<file path="config.mk">
export PLATFORM = sky130hd
export DESIGN_NAME = spi_bus_arbiter
export DESIGN_NICKNAME = d
export VERILOG_FILES = /design/src/rtl/spi_bus_arbiter.sv
export SDC_FILE = /design/constraint.sdc
export NUM_CORES = 1
export LEC_CHECK = 0
export ABC_CLOCK_PERIOD_IN_PS = 2100
export CAP_MARGIN = 20
export CORE_ASPECT_RATIO = 1.4
export CORE_MARGIN = 2
export CORE_UTILIZATION = 40
export DETAILED_ROUTE_END_ITERATION = 10
export PLACE_DENSITY_LB_ADDON = 0.15
export SLEW_MARGIN = 20
export SYNTH_ARGS = -nofsm -noshare
export SYNTH_HDL_FRONTEND = slang
export SYNTH_SLANG_ARGS = --single-unit
</file>
<file path="constraint.sdc">
create_clock -name iClk -period 2.1 [get_ports iClk]
set_clock_uncertainty 0.05 [all_clocks]
set_input_delay 0.525 -clock iClk [delete_from_list [all_inputs] [get_ports iClk]]
set_output_delay 0.525 -clock iClk [all_outputs]
set_load 0.02 [all_outputs]
</file>
<file path="src/rtl/spi_bus_arbiter.sv">
// spi_bus_arbiter
// Shares one SPI byte engine between NREQ requesters. A requester owns the
// engine for a whole transaction (burst of bytes, CS held low until the byte
// flagged last completes). Arbitration is round-robin and only happens at
// transaction boundaries.
//
// Optional feature macro: SPI_ARB_TIMEOUT_EN
//   When defined, an owner that stays idle in SEND for TIMEOUT cycles has its
//   transaction aborted (oAbort pulse, normal CS hold, rr advance).
//   When undefined, oAbort is tied 0 and the arbiter waits indefinitely.
//
// Ports:
//   iClk, iRstN          clock, synchronous active-low reset
//   iReq/iLast           per-requester byte-ready and end-of-transaction flags
//   iTxData/iClkDiv      per-requester tx byte (8 bits) and SPI divide (4 bits)
//   oTaken/oRxValid      per-requester 1-cycle pulses (byte accepted / rx valid)
//   oRxData              shared received byte
//   oGrant/oCsN          one-hot owner, active-low chip selects
//   oSpiSend/Data/ClkDiv to the byte engine
//   iSpiData/Avail/Taken/Busy from the byte engine
//   oAbort               per-requester timeout abort pulse
module spi_bus_arbiter #(
  parameter int NREQ     = 2,
  parameter int CS_SETUP = 2,
  parameter int CS_HOLD  = 2,
  parameter int TIMEOUT  = 255
) (
  input  logic              iClk,
  input  logic              iRstN,
  input  logic [NREQ-1:0]   iReq,
  input  logic [NREQ-1:0]   iLast,
  input  logic [NREQ*8-1:0] iTxData,
  input  logic [NREQ*4-1:0] iClkDiv,
  output logic [NREQ-1:0]   oTaken,
  output logic [NREQ-1:0]   oRxValid,
  output logic [7:0]        oRxData,
  output logic [NREQ-1:0]   oGrant,
  output logic [NREQ-1:0]   oCsN,
  output logic              oSpiSend,
  output logic [7:0]        oSpiData,
  output logic [3:0]        oSpiClkDiv,
  input  logic [7:0]        iSpiData,
  input  logic              iSpiAvail,
  input  logic              iSpiTaken,
  input  logic              iSpiBusy,
  output logic [NREQ-1:0]   oAbort
);
  localparam int PW = (NREQ > 1) ? $clog2(NREQ) : 1;
  // Setup, hold and timeout all share one 8-bit cycle counter.
  localparam logic [7:0] SETUP_LAST = 8'(CS_SETUP - 1);
  localparam logic [7:0] HOLD_LAST  = 8'(CS_HOLD - 1);

  if (NREQ < 1 || NREQ > 4 || CS_SETUP < 0 || CS_SETUP > 255 ||
      CS_HOLD < 0 || CS_HOLD > 255 || TIMEOUT < 1 || TIMEOUT > 255) begin : g_bad_param
    $error("spi_bus_arbiter: parameter out of range");
  end

  typedef enum logic [2:0] {
    S_IDLE, S_SETUP, S_SEND, S_XFER, S_HOLD, S_RECOVER
  } state_t;

  state_t          state_q, state_d;
  logic [PW-1:0]   owner_q, owner_d, rr_q, rr_d, rr_next, pick_idx;
  logic [NREQ-1:0] grant_q, grant_d, csn_q, csn_d, rxv_q, rxv_d, pick_oh;
  logic            send_q, send_d, last_q, last_d, rec_q, rec_d;
  logic [7:0]      data_q, data_d, rx_q, rx_d, cnt_q, cnt_d;
  logic [3:0]      div_q, div_d;
  logic            pick_found, enter_hold, release_bus;
  logic [7:0]      tx_byte [NREQ];
  logic [3:0]      div_val [NREQ];

`ifdef SPI_ARB_TIMEOUT_EN
  localparam logic [7:0] TO_LAST = 8'(TIMEOUT - 1);
  logic [NREQ-1:0] abort_q, abort_d;
`endif

  for (genvar gi = 0; gi < NREQ; gi++) begin : g_slice
    assign tx_byte[gi] = iTxData[8*gi +: 8];
    assign div_val[gi] = iClkDiv[4*gi +: 4];
  end

  assign rr_next = PW'((int'(owner_q) + 1) % NREQ);

  // Round-robin pick: first requester at or after rr_q, with wrap.
  always_comb begin
    logic [PW-1:0] cand;
    pick_found = 1'b0;
    pick_idx   = '0;
    pick_oh    = '0;
    cand       = '0;
    for (int k = 0; k < NREQ; k++) begin
      cand = PW'((int'(rr_q) + k) % NREQ);
      if (!pick_found && iReq[cand]) begin
        pick_found = 1'b1;
        pick_idx   = cand;
      end
    end
    pick_oh[pick_idx] = pick_found;
  end

  // State register and datapath registers.
  always_ff @(posedge iClk) begin
    if (!iRstN) begin
      // The engine is not reset with us: if a byte may be in flight, drain it
      // in RECOVER before arbitrating again.
      if (state_q == S_SEND || state_q == S_XFER || state_q == S_RECOVER)
        state_q <= S_RECOVER;
      else
        state_q <= S_IDLE;
      owner_q <= '0;
      rr_q    <= '0;
      grant_q <= '0;
      csn_q   <= '1;
      rxv_q   <= '0;
      send_q  <= 1'b0;
      last_q  <= 1'b0;
      rec_q   <= 1'b0;
      data_q  <= '0;
      rx_q    <= '0;
      cnt_q   <= '0;
      div_q   <= '0;
`ifdef SPI_ARB_TIMEOUT_EN
      abort_q <= '0;
`endif
    end else begin
      state_q <= state_d;
      owner_q <= owner_d;
      rr_q    <= rr_d;
      grant_q <= grant_d;
      csn_q   <= csn_d;
      rxv_q   <= rxv_d;
      send_q  <= send_d;
      last_q  <= last_d;
      rec_q   <= rec_d;
      data_q  <= data_d;
      rx_q    <= rx_d;
      cnt_q   <= cnt_d;
      div_q   <= div_d;
`ifdef SPI_ARB_TIMEOUT_EN
      abort_q <= abort_d;
`endif
    end
  end

  // Next-state logic.
  always_comb begin
    state_d     = state_q;
    owner_d     = owner_q;
    rr_d        = rr_q;
    grant_d     = grant_q;
    csn_d       = csn_q;
    rxv_d       = '0;
    send_d      = send_q;
    last_d      = last_q;
    rec_d       = 1'b0;
    data_d      = data_q;
    rx_d        = rx_q;
    cnt_d       = cnt_q;
    div_d       = div_q;
    enter_hold  = 1'b0;
    release_bus = 1'b0;
`ifdef SPI_ARB_TIMEOUT_EN
    abort_d     = '0;
`endif
    unique case (state_q)
      S_IDLE: begin
        if (!iSpiBusy && pick_found) begin
          owner_d = pick_idx;
          grant_d = pick_oh;
          csn_d   = ~pick_oh;
          div_d   = div_val[pick_idx];
          last_d  = 1'b0;
          cnt_d   = '0;
          state_d = (CS_SETUP == 0) ? S_SEND : S_SETUP;
        end
      end
      S_SETUP: begin
        if (cnt_q == SETUP_LAST) begin
          cnt_d   = '0;
          state_d = S_SEND;
        end else begin
          cnt_d = cnt_q + 8'd1;
        end
      end
      S_SEND: begin
        // oSpiSend is registered, so the first strobe lands CS_SETUP+1 cycles
        // after grant.
        if (send_q) begin
          if (iSpiTaken) begin
            send_d  = 1'b0;
            cnt_d   = '0;
            state_d = S_XFER;
          end
        end else if (iReq[owner_q]) begin
          send_d = 1'b1;
          data_d = tx_byte[owner_q];
          last_d = iLast[owner_q];
        end
`ifdef SPI_ARB_TIMEOUT_EN
        else if (cnt_q == TO_LAST) begin
          abort_d    = grant_q;
          enter_hold = 1'b1;
        end else begin
          cnt_d = cnt_q + 8'd1;
        end
`endif
      end
      S_XFER: begin
        if (iSpiAvail) begin
          rx_d  = iSpiData;
          rxv_d = grant_q;
          if (last_q) enter_hold = 1'b1;
          else        state_d    = S_SEND;
        end
      end
      S_HOLD: begin
        if (cnt_q == HOLD_LAST) release_bus = 1'b1;
        else                    cnt_d       = cnt_q + 8'd1;
      end
      S_RECOVER: begin
        // Need the engine idle for two consecutive cycles; avail is dropped.
        rec_d = !iSpiBusy;
        if (!iSpiBusy && rec_q) state_d = S_IDLE;
      end
      default: state_d = S_IDLE;
    endcase

    if (enter_hold) begin
      cnt_d = '0;
      if (CS_HOLD == 0) release_bus = 1'b1;
      else              state_d     = S_HOLD;
    end
    if (release_bus) begin
      csn_d   = '1;
      grant_d = '0;
      rr_d    = rr_next;
      state_d = S_IDLE;
    end
  end

  // Outputs.
  always_comb begin
    oTaken = '0;
    if (state_q == S_SEND && send_q && iSpiTaken) oTaken = grant_q;
  end

  assign oRxValid   = rxv_q;
  assign oRxData    = rx_q;
  assign oGrant     = grant_q;
  assign oCsN       = csn_q;
  assign oSpiSend   = send_q;
  assign oSpiData   = data_q;
  assign oSpiClkDiv = div_q;
`ifdef SPI_ARB_TIMEOUT_EN
  assign oAbort     = abort_q;
`else
  assign oAbort     = '0;
`endif
endmodule
</file>
After elaboration in Yosys (flattened, before gate mapping) --
Index checks and enable logic that the tools add are counted.
Cells by class: $add $sub $neg 3, bitwise gates (word level) 6, equality and inequality tests 20, $lt $le $gt $ge 7, mux-type cells 51, reductions and logical operators 23
Operator list (count):
- 8-bit 2-to-1 mux | 8
- 3-bit 2-to-1 mux | 11
- 8-bit one-hot mux with 4 select lines | 1
- 5-bit != test (second input constant) | 6
- 1-bit 2-to-1 mux | 24
- 3-bit one-hot mux with 6 select lines | 1
- 4-bit 2-to-1 mux | 3
- 2-bit != test (second input constant) | 6
- 8-bit by 1-bit adder with 8-bit output (second input constant) | 1
- 8-bit by 1-bit equality test with 1-bit output (second input constant) | 1
- 1-bit by 2-bit less-than comparator with 1-bit output (second input constant) | 4
- 8-bit AND reduction | 1
- 3-bit by 2-bit equality test with 1-bit output (second input constant) | 2
- 3-bit equality test (second input constant) | 2
- 1-bit logical AND | 6
- 2-bit AND reduction | 3
- 3-bit AND reduction | 2
- 5-bit by 4-bit != test with 1-bit output (second input constant) | 1
- 5-bit AND reduction | 1
- 2-bit greater-or-equal comparator (second input constant) | 2
- 4-bit != test (second input constant) | 1
- 1-bit inverter with 2-bit output | 2
- 4-bit AND reduction | 1
- 4-bit nonzero test | 1
- other kinds (14) | 19
Word-level totals: input port bits 41, logic and storage cells 123, output and inout port bits 31, register bits after elaboration 42

Logic depth before layout (Yosys ltp) --
Gate-level depths: netlist of the first run.
depth in word-level cells 12, gate-level depth with buffers 7, depth with buffers taken out 6

Least setup slack after synthesis of the first run --
Ideal clock, no wire load.
path type reg-to-reg, from register state_q[0], to register state_q[0], enable pin, setup time 0.324 ns, path buffers 3, stages on the path, launching flop included 7, period minus slack after synthesis 1.692 ns, arrival time 1.318 ns, required time 1.726 ns, path slack 0.408 ns, cells stage by stage edfxtp_1 buf_2 buf_4 nand2_1 o31a_1 clkbuf_1 o21ai_1
On the way: cells in the longest elaborated chain, start to end 4, elaborated cells on any way between the ends 17, those cells by class eq/ne: 13; mux: 2; reduce/logical: 2
Ends and longest elaborated chain:
- from (decl) | line 62 | state_t state_q, state_d;
- from (signal assigned) | line 126 | state_q <= state_d;
- 3-bit by 2-bit equality test with 1-bit output / 3-bit equality test (equally long branches) | line 165 | unique case (state_q)
- 1-bit 2-to-1 mux | line 165
- 5-bit != test (no source line), or another cell as far along
- 8-bit AND reduction (no source line) (*)
Mark *: on every way between the ends. The rest lies on a longest branch, timed or not. A chain may end at the register's enable or synchronous reset.

Final worst setup path of the first run --
from register state_q[2], to output port oTaken[0]
On the way: cells in the longest elaborated chain, start to end 4
Ends and longest elaborated chain:
- 3-bit by 2-bit equality test with 1-bit output | line 244 | if (state_q == S_SEND && send_q && iSpiTaken) oTaken = grant_q;
- 1-bit logical AND (2 in a row) | line 244
- 2-bit 2-to-1 mux | line 244
- to (decl) | line 34 | output logic [NREQ-1:0] oTaken,
No other way between the ends.

==> flow_summary.json, run 1 <==
{
  "outcome": "completed",
  "drc_errors": 0,
  "reg2regPathDepth": 5,
  "core-area_um2": 5200,
  "gp_congestion": 0.748,
  "gr-usage-all-layers_pct": 19.9,
  "areaGrowthSynthToFinish_pct": 45.7,
  "power_frac_comb_pct": 45.8,
  "min_from": "oRxData[2]$_SDFFE_PN0P_",
  "slew_viol_final": 0,
  "p_int_mw": 1.93,
  "die_w_um": 66.4,
  "vias_per_cell": 5.24,
  "total_power_mw": 3.06,
  "die-area_um2": 6060,
  "setup_tns_ns": 0,
  "design_area_um2": 3170,
  "rsz0062_at_grt": "no",
  "cp.required_ns": 1.52,
  "multi_input_area_um2": 1180,
  "worstPathMaxFanout": 3,
  "ios": 72,
  "seq_power_share_pct": 33.4,
  "grt_pass1_vias": 2095,
  "ys_ff_latch": 42,
  "clock-root-buffer": "clkbuf_8",
  "firstDrtPassIters": 4,
  "wl_per_cell_um": 14.3,
  "synth_edf_count": 3,
  "cts.path.max_buffers": 2,
  "grt-ovfl-total": 0,
  "crit_start": "state_q[2]$_DFFE_PP_",
  "p_clk_share_pct": 20.7,
  "swShare_pct": 36.9,
  "crit_path_end_kind": "output port",
  "synthArstFlopShare_pct": 0,
  "placed_cells": 390,
  "dpl.hpwl_um": 4360,
  "seq_area_frac_synth_pct": 40.0,
  "path_clk_slew_ns": 0.08,
  "min_period_over_period_pct": 94.0,
  "min_path_type": "reg -> reg",
  "power.density_nw_per_um2": 965,
  "r2r_start": "state_q[2]$_DFFE_PP_",
  "cts_tree": "yes",
  "diodes": 0,
  "setup_viol_count_final": 0,
  "dp_slack_ns": -0.287,
  "yosysTopAreaCellShare_pct": 35.8,
  "cts_num_sinks": 42,
  "syn_inst": 245,
  "wirelength_um": 5680,
  "whs_endpoint": "oRxData[2]$_SDFFE_PN0P_",
  "fill_cells": 471,
  "dpl_cell_area_um2": 3070,
  "relSlewSlack_pct": 57.2,
  "vias": 2087,
  "layout_min_cycle_time_ns": 1.97,
  "cts-buffers-inserted": 5,
  "worst_slack_ns": 0.126,
  "tightest_slew_ns": 0.641,
  "ys_types": 49,
  "die_h_um": 91.3,
  "place.port_buffers": 69,
  "drtIter0Drc": 76,
  "hold_buffers": 0,
  "fmax_mhz": 507,
  "arrival_ns": 1.40,
  "hold_viol": 0,
  "grt_pass1_wl_um": 9430,
  "grt_max_degree": 18,
  "synth_ff_type": "dfxtp_1",
  "p_switching_mw": 1.13,
  "instances_no_fill": 398,
  "whs_ns": 0.409,
  "synthTopCellsByArea": "dfxtp_1, mux2i_1, nand2_1",
  "antenna_found_initial": 0,
  "regArea_um2": 871,
  "p_leak_nw": 1.18,
  "clkLatencyLatePin_ns": 0.29,
  "ant_nets": 0,
  "critical_path_class": "reg -> out",
  "final_cell_mix": "clkdlybuf4s50_1, dfxtp_1, nand2_1",
  "max-vdd-ir-drop_v": 0.000502,
  "r2r_slack_ns": 0.15,
  "yosysTopAreaCell": "dfxtp_1",
  "worst_setup_path_start_kind": "flop",
  "ctsHtreeMaxLevel": 2,
  "synth.avg_cell_area_um2": 8.89,
  "ys_warn_count": 0,
  "rr_endpoint": "state_q[1]$_SDFFCE_PP0P_",
  "hold_depth": 2,
  "drv_cap": 0,
  "num_rows": 31,
  "fin_util_pct": 61.0,
  "start_util_pct": 41.9,
  "drive_gt1_share_pct": 15.4,
  "final_common_cell": "clkdlybuf4s50_1",
  "syn-cell-area_um2": 2180,
  "fin_nets": 374
}
-- repair_timing --
action,CTS,global route
gates resized for setup,6,3
setup buffers,0,0
setup endpoints to repair,2,3
pin swaps,1,1
cloned,0,0
-- power by group through the flow --
stage                     Clock (mW)  Sequential (mW)  Combinational, mW
final                          0.636             1.02               1.40
after detailed placement           0             1.04               1.40
after global placement             0             1.04               1.39
after global routing           0.683             1.04               1.53
after CTS                      0.646             1.03               1.41
after floorplan                    0             1.12              0.807
-- cells in the mapped netlist, types with 3 or more instances --
cell       instances
a22oi_1            3
edfxtp_1           3
nor2_1            21
o2111ai_1          5
a21oi_1           14
nand2_1           30
and3_1             4
nor3_1             4
o211ai_2           6
mux2i_1           16
nor2b_1            4
dfxtp_1           39
clkbuf_1           6
inv_1             12
a211oi_1          11
a211oi_2           3
o21ai_1            4
buf_2              5
nand2b_1           4
nand3_1            8
buf_4              4
nand4_1            4
-- area by class of cell --
| class | count | area share (%) |
|---|---|---|
| timing repair buffer | 94 | 27.8 |
| clock buffer | 7 | 2.41 |
| tap | 66 | 2.60 |
| sequential | 42 | 27.4 |
| multi-input combinational | 175 | 37.2 |
| inverter | 13 | 1.54 |
| clock inverter | 1 | 0.946 |
-- layer usage --
metal / part of all wire, % / up-vias / global-route usage (%)
met5: 0 / - / 0
met4: 1.1 / 0 / 5.61
met1: 39 / 968 / 22.1
met3: 4.9 / 6 / 5.08
li1: - / 1059 / -
met2: 55 / 54 / 36.2
-- state kept, by name, summed over array words and instances (netlist names) --
signal and count:
oCsN 2, rec_q 1, oRxValid 2, owner_q 1
state_q 3, oSpiClkDiv 4, last_q 1, cnt_q 8
oSpiData 8, oRxData 8, oGrant 2, rr_q 1
oSpiSend 1
-- kinds of logic (layout without fill, tap and decap cells) --
logic type               after synthesis  after routing  share of synthesized area (%)
AND/OR/NAND/NOR                       92             92                           22.6
flip-flops                            42             42                           40.0
AO/OA/AOI/OAI                         62             62                           22.3
other                                  1              2                          0.172
buffers and inverters                 29            115                           5.97
XOR/XNOR                               1              1                          0.402
multiplexers                          16             16                           7.35
adder cells (fa/ha/maj)                2              2                           1.15
-- worst max-delay path: stages (launching register included) --
cell      delay, ns
edfxtp_1       0.42
nor3b_2        0.29
and4_1         0.24
buf_2          0.16
-- how the worst max path moves through the flow --
stage / end
2_1_floorplan: oTaken[0]
3_3_place_gp: oTaken[0]
3_5_place_dp: oTaken[0]
4_1_cts: oTaken[0]
5_1_grt: state_q[1]$_SDFFCE_PP0P_
6_report: oTaken[0]
No activity file was read; power rests on OpenSTA's default activity.
==> run 2: changes to the inputs <==
CELL_PAD_IN_SITES_DETAIL_PLACEMENT = 1   (was default)
CELL_PAD_IN_SITES_GLOBAL_PLACEMENT = 1   (was default)
CORE_UTILIZATION = 33   (was 40)
==> flow_summary.json, run 2 (synthesis results as in run 1) <==
{
  "ant_nets": 0,
  "whs_ns": 0.409,
  "final_cell_mix": "clkdlybuf4s50_1, dfxtp_1, nand2_1",
  "rsz0062_at_grt": "no",
  "hold_viol": 0,
  "diodes": 0,
  "drive_gt1_share_pct": 15.5,
  "wl_per_cell_um": 15.7,
  "start_util_pct": 33.6,
  "antenna_found_initial": 0,
  "clock-root-buffer": "clkbuf_8",
  "power_frac_comb_pct": 46.4,
  "worst_setup_path_start_kind": "flop",
  "max-vdd-ir-drop_v": 0.000391,
  "fmax_mhz": 494,
  "cts_tree": "yes",
  "p_int_mw": 1.99,
  "grt_pass1_vias": 2287,
  "cts-buffers-inserted": 5,
  "grt_max_degree": 18,
  "arrival_ns": 1.45,
  "path_clk_slew_ns": 0.08,
  "reg2regPathDepth": 5,
  "hold_depth": 2,
  "worstPathMaxFanout": 5,
  "firstDrtPassIters": 4,
  "clkLatencyLatePin_ns": 0.29,
  "fin_nets": 372,
  "drtIter0Drc": 60,
  "die_w_um": 72.7,
  "swShare_pct": 37.3,
  "ctsHtreeMaxLevel": 2,
  "grt-ovfl-total": 0,
  "tightest_slew_ns": 0.588,
  "p_clk_share_pct": 21.0,
  "cts_num_sinks": 42,
  "seq_power_share_pct": 32.6,
  "vias_per_cell": 5.26,
  "drv_cap": 0,
  "total_power_mw": 3.17,
  "r2r_slack_ns": 0.18,
  "setup_viol_count_final": 0,
  "relSlewSlack_pct": 60.7,
  "dpl.hpwl_um": 4850,
  "layout_min_cycle_time_ns": 2.02,
  "core-area_um2": 6480,
  "cp.required_ns": 1.52,
  "grt_pass1_wl_um": 10700,
  "critical_path_class": "reg -> out",
  "power.density_nw_per_um2": 996,
  "ios": 72,
  "die_h_um": 100,
  "gr-usage-all-layers_pct": 18.6,
  "p_leak_nw": 1.16,
  "drc_errors": 0,
  "die-area_um2": 7280,
  "wirelength_um": 6340,
  "p_switching_mw": 1.18,
  "final_common_cell": "clkdlybuf4s50_1",
  "place.port_buffers": 69,
  "outcome": "completed",
  "min_period_over_period_pct": 96.3,
  "cts.path.max_buffers": 2,
  "min_path_type": "reg -> reg",
  "gp_congestion": 0.884,
  "num_rows": 35,
  "slew_viol_final": 0,
  "areaGrowthSynthToFinish_pct": 46.2,
  "vias": 2126,
  "crit_path_end_kind": "output port"
}
[run 2: cell count changes in the layout (fill, tap and decap cells not counted), sizes merged]
cell           change
buf                -2
clkdlybuf4s50      +1
dlymetal6s2s       -1
[run 2: worst max-delay path: stages, from the launching register on]
cell and delay, ns:
dfxtp_1 0.38, buf_4 0.17, clkdlybuf4s50_1 0.61
[run 2: layout make-up]
type                       instances  area (um^2)
inverter                          13         48.8
timing repair buffer              92          866
clock buffer                       7         86.3
clock inverter                     1         30.0
sequential                        42          871
multi-input combinational        175         1190
fill                             755         3300
tap                               74         92.6
[run 2: what timing repair did]
action                     CTS  global route
resized for setup            7             3
buffers inserted             0             1
pin swaps                    1             1
hold buffers                 0             0
setup endpoints to repair    2             5
[run 2: final timing paths]
path / startpoint / end
max: oSpiSend$_SDFFE_PN0P_ / oSpiSend
min reg2reg: oRxData[0]$_SDFFE_PN0P_ / oRxData[0]$_SDFFE_PN0P_
max reg2reg: cnt_q[0]$_SDFFE_PP0P_ / state_q[2]$_DFFE_PP_
min: oRxData[0]$_SDFFE_PN0P_ / oRxData[0]$_SDFFE_PN0P_
[run 2: through the flow]
stage | worst slack [ns] | instance area, um^2 | util [%] | setup TNS (ns) | instances
after CTS | 0.00312 | 3190 | 49.2 | 0 | 403
after detailed placement | -0.297 | 3060 | 47.2 | -1.08 | 395
after global routing | 0.00460 | 3190 | 49.2 | 0 | 404
after global placement | -0.266 | 3060 | 47.2 | -0.816 | 395
after floorplan | 0.408 | 2180 | - | 0 | 246
final | 0.0769 | 3190 | 49.2 | 0 | 404
[run 2: per-layer routing]
layer  up-vias  routed length (um)  share of wire, %  GRT usage, %
met1      1026                2540                40          20.2
li1       1044                   -                 -             -
met4         0                 134               2.1          7.83
met3        11                 231               3.6          3.71
met2        45                3440                54          34.1
met5         -                   0                 0             0
[run 2: power by group through the flow]
stage / clock [mW] / sequential [mW] / combinational [mW]
final: 0.667 / 1.03 / 1.47
after global routing: 0.734 / 1.05 / 1.61
after CTS: 0.687 / 1.04 / 1.47
after detailed placement: 0 / 1.05 / 1.44
after global placement: 0 / 1.04 / 1.42
after floorplan: 0 / 1.12 / 0.807
==> run 3: changes to the inputs <==
CELL_PAD_IN_SITES_GLOBAL_PLACEMENT = 2   (was 1)
CORE_UTILIZATION = 26   (was 33)
CTS_CLUSTER_SIZE = 16   (was default)
==> flow_summary.json, run 3 (synthesis results as in run 1) <==
{
  "dpl.hpwl_um": 5030,
  "arrival_ns": 1.38,
  "min_period_over_period_pct": 93.2,
  "crit_chain": "clkdlybuf4s50_1 > and4_1 > buf_2",
  "wl_per_cell_um": 15.1,
  "fin_util_pct": 40.0,
  "placed_cells": 423,
  "post_cts_buffers": 0,
  "antenna_found_initial": 0,
  "die_w_um": 81.4,
  "worst_path_max_delay_cell": "clkdlybuf4s50_1",
  "place.port_buffers": 69,
  "worstPathMaxFanout": 3,
  "seq_power_share_pct": 30.9,
  "cts.path.max_buffers": 2,
  "gp_congestion": 0.730,
  "ctsHtreeMaxLevel": 2,
  "min_path_type": "reg -> reg",
  "layout_min_cycle_time_ns": 1.96,
  "power_frac_comb_pct": 42.7,
  "die_h_um": 112,
  "fin_nets": 371,
  "crit_buf_inv": 2,
  "firstDrtPassIters": 4,
  "clock-root-buffer": "clkbuf_16",
  "fill_cells": 939,
  "grt-ovfl-total": 0,
  "path_clk_slew_ns": 0.06,
  "ios": 72,
  "crit_family": "buffers and inverters",
  "drive_gt1_share_pct": 14.6,
  "final_cell_mix": "clkdlybuf4s50_1, dfxtp_1, nand2_1",
  "fmax_mhz": 511,
  "p_clk_share_pct": 26.4,
  "slew_viol_final": 0,
  "dp_slack_ns": -0.280,
  "drv_cap": 0,
  "swShare_pct": 35.9,
  "slowest_delay_ns": 0.49,
  "drtIter0Drc": 86,
  "gr-usage-all-layers_pct": 15.5,
  "final_common_cell": "clkdlybuf4s50_1",
  "core-area_um2": 8150,
  "cts_tree": "yes",
  "relSlewSlack_pct": 63.9,
  "critical_path_class": "in -> out",
  "tightest_slew_ns": 0.540,
  "p_int_mw": 2.15,
  "die-area_um2": 9140,
  "diodes": 0,
  "clkLatencyLatePin_ns": 0.29,
  "hold_viol": 0,
  "power.density_nw_per_um2": 1030,
  "whs_ns": 0.407,
  "ant_nets": 0,
  "cts_num_sinks": 42,
  "total_power_mw": 3.36,
  "num_rows": 39,
  "start_util_pct": 26.7,
  "max-vdd-ir-drop_v": 0.000429,
  "drc_errors": 0,
  "cts-buffers-inserted": 5,
  "grt_max_degree": 18,
  "cp.required_ns": 1.52,
  "p_switching_mw": 1.21,
  "crit_path_end_kind": "output port",
  "setup_viol_count_final": 0,
  "rsz0062_at_grt": "no",
  "grt_pass1_vias": 2254,
  "grt_pass1_wl_um": 11100,
  "vias_per_cell": 4.87,
  "outcome": "completed",
  "p_leak_nw": 1.18,
  "instances_no_fill": 431,
  "vias": 2099,
  "worst_slack_ns": 0.144,
  "worst_setup_path_start_kind": "input port",
  "wirelength_um": 6510,
  "areaGrowthSynthToFinish_pct": 49.5
}
run 3: stage by stage:
stage / setup TNS (ns) / area, um^2
after floorplan: 0 / 2180
after global placement: -0.844 / 3100
after detailed placement: -1.11 / 3100
after CTS: 0 / 3270
after global routing: 0 / 3260
final: 0 / 3260
run 3: cell type report:
| class | count | area, um^2 | area share, % |
|---|---|---|---|
| Multi-Input combinational cell | 175 | 1190 | 36.5 |
| Timing Repair Buffer | 91 | 858 | 26.4 |
| Clock buffer | 7 | 133 | 4.07 |
| Sequential cell | 42 | 871 | 26.7 |
| Clock inverter | 1 | 30.0 | 0.922 |
| Inverter | 13 | 48.8 | 1.50 |
| Tap cell | 102 | 128 | 3.92 |
run 3: what timing repair did:
item | CTS | global route
gates resized for setup | 7 | 2
endpoints found under the setup margin | 2 | 2
pin swaps | 0 | 2
hold buffers | 0 | 0
run 3: layer usage:
| metal | wire length [um] | vias to the layer above | GRT usage (%) |
|---|---|---|---|
| li1 | - | 1047 | - |
| met1 | 2750 | 1002 | 18.2 |
| met2 | 3420 | 43 | 27.8 |
| met3 | 254 | 7 | 3.30 |
| met4 | 88 | 0 | 4.41 |
| met5 | 0 | - | 0 |
run 3: final timing paths:
| check | to | slack, ns | cells past startpoint | startpoint |
|---|---|---|---|---|
| setup / recovery | oTaken[0] | 0.14 | 3 | iSpiTaken |
| hold / removal | oRxData[0]$_SDFFE_PN0P_ | 0.41 | 2 | oRxData[0]$_SDFFE_PN0P_ |
| setup reg to reg | state_q[2]$_DFFE_PP_ | 0.29 | 5 | cnt_q[0]$_SDFFE_PP0P_ |
| hold reg to reg | oRxData[0]$_SDFFE_PN0P_ | 0.41 | 2 | oRxData[0]$_SDFFE_PN0P_ |
run 3: power groups by stage:
stage	clock [mW]	combinational, mW	sequential [mW]
2_1_floorplan	0	0.807	1.12
3_3_place_gp	0	1.43	1.04
3_5_place_dp	0	1.44	1.05
4_1_cts	0.911	1.46	1.04
5_1_grt	0.946	1.58	1.06
6_report	0.886	1.43	1.04
run 3: worst register-to-register path, stage by stage, from the launching register on:
cell and delay [ns]:
dfxtp_1 0.40, ha_1 0.18, nor4b_4 0.37, nand4_1 0.21, nand2_1 0.23, a21oi_1 0.10
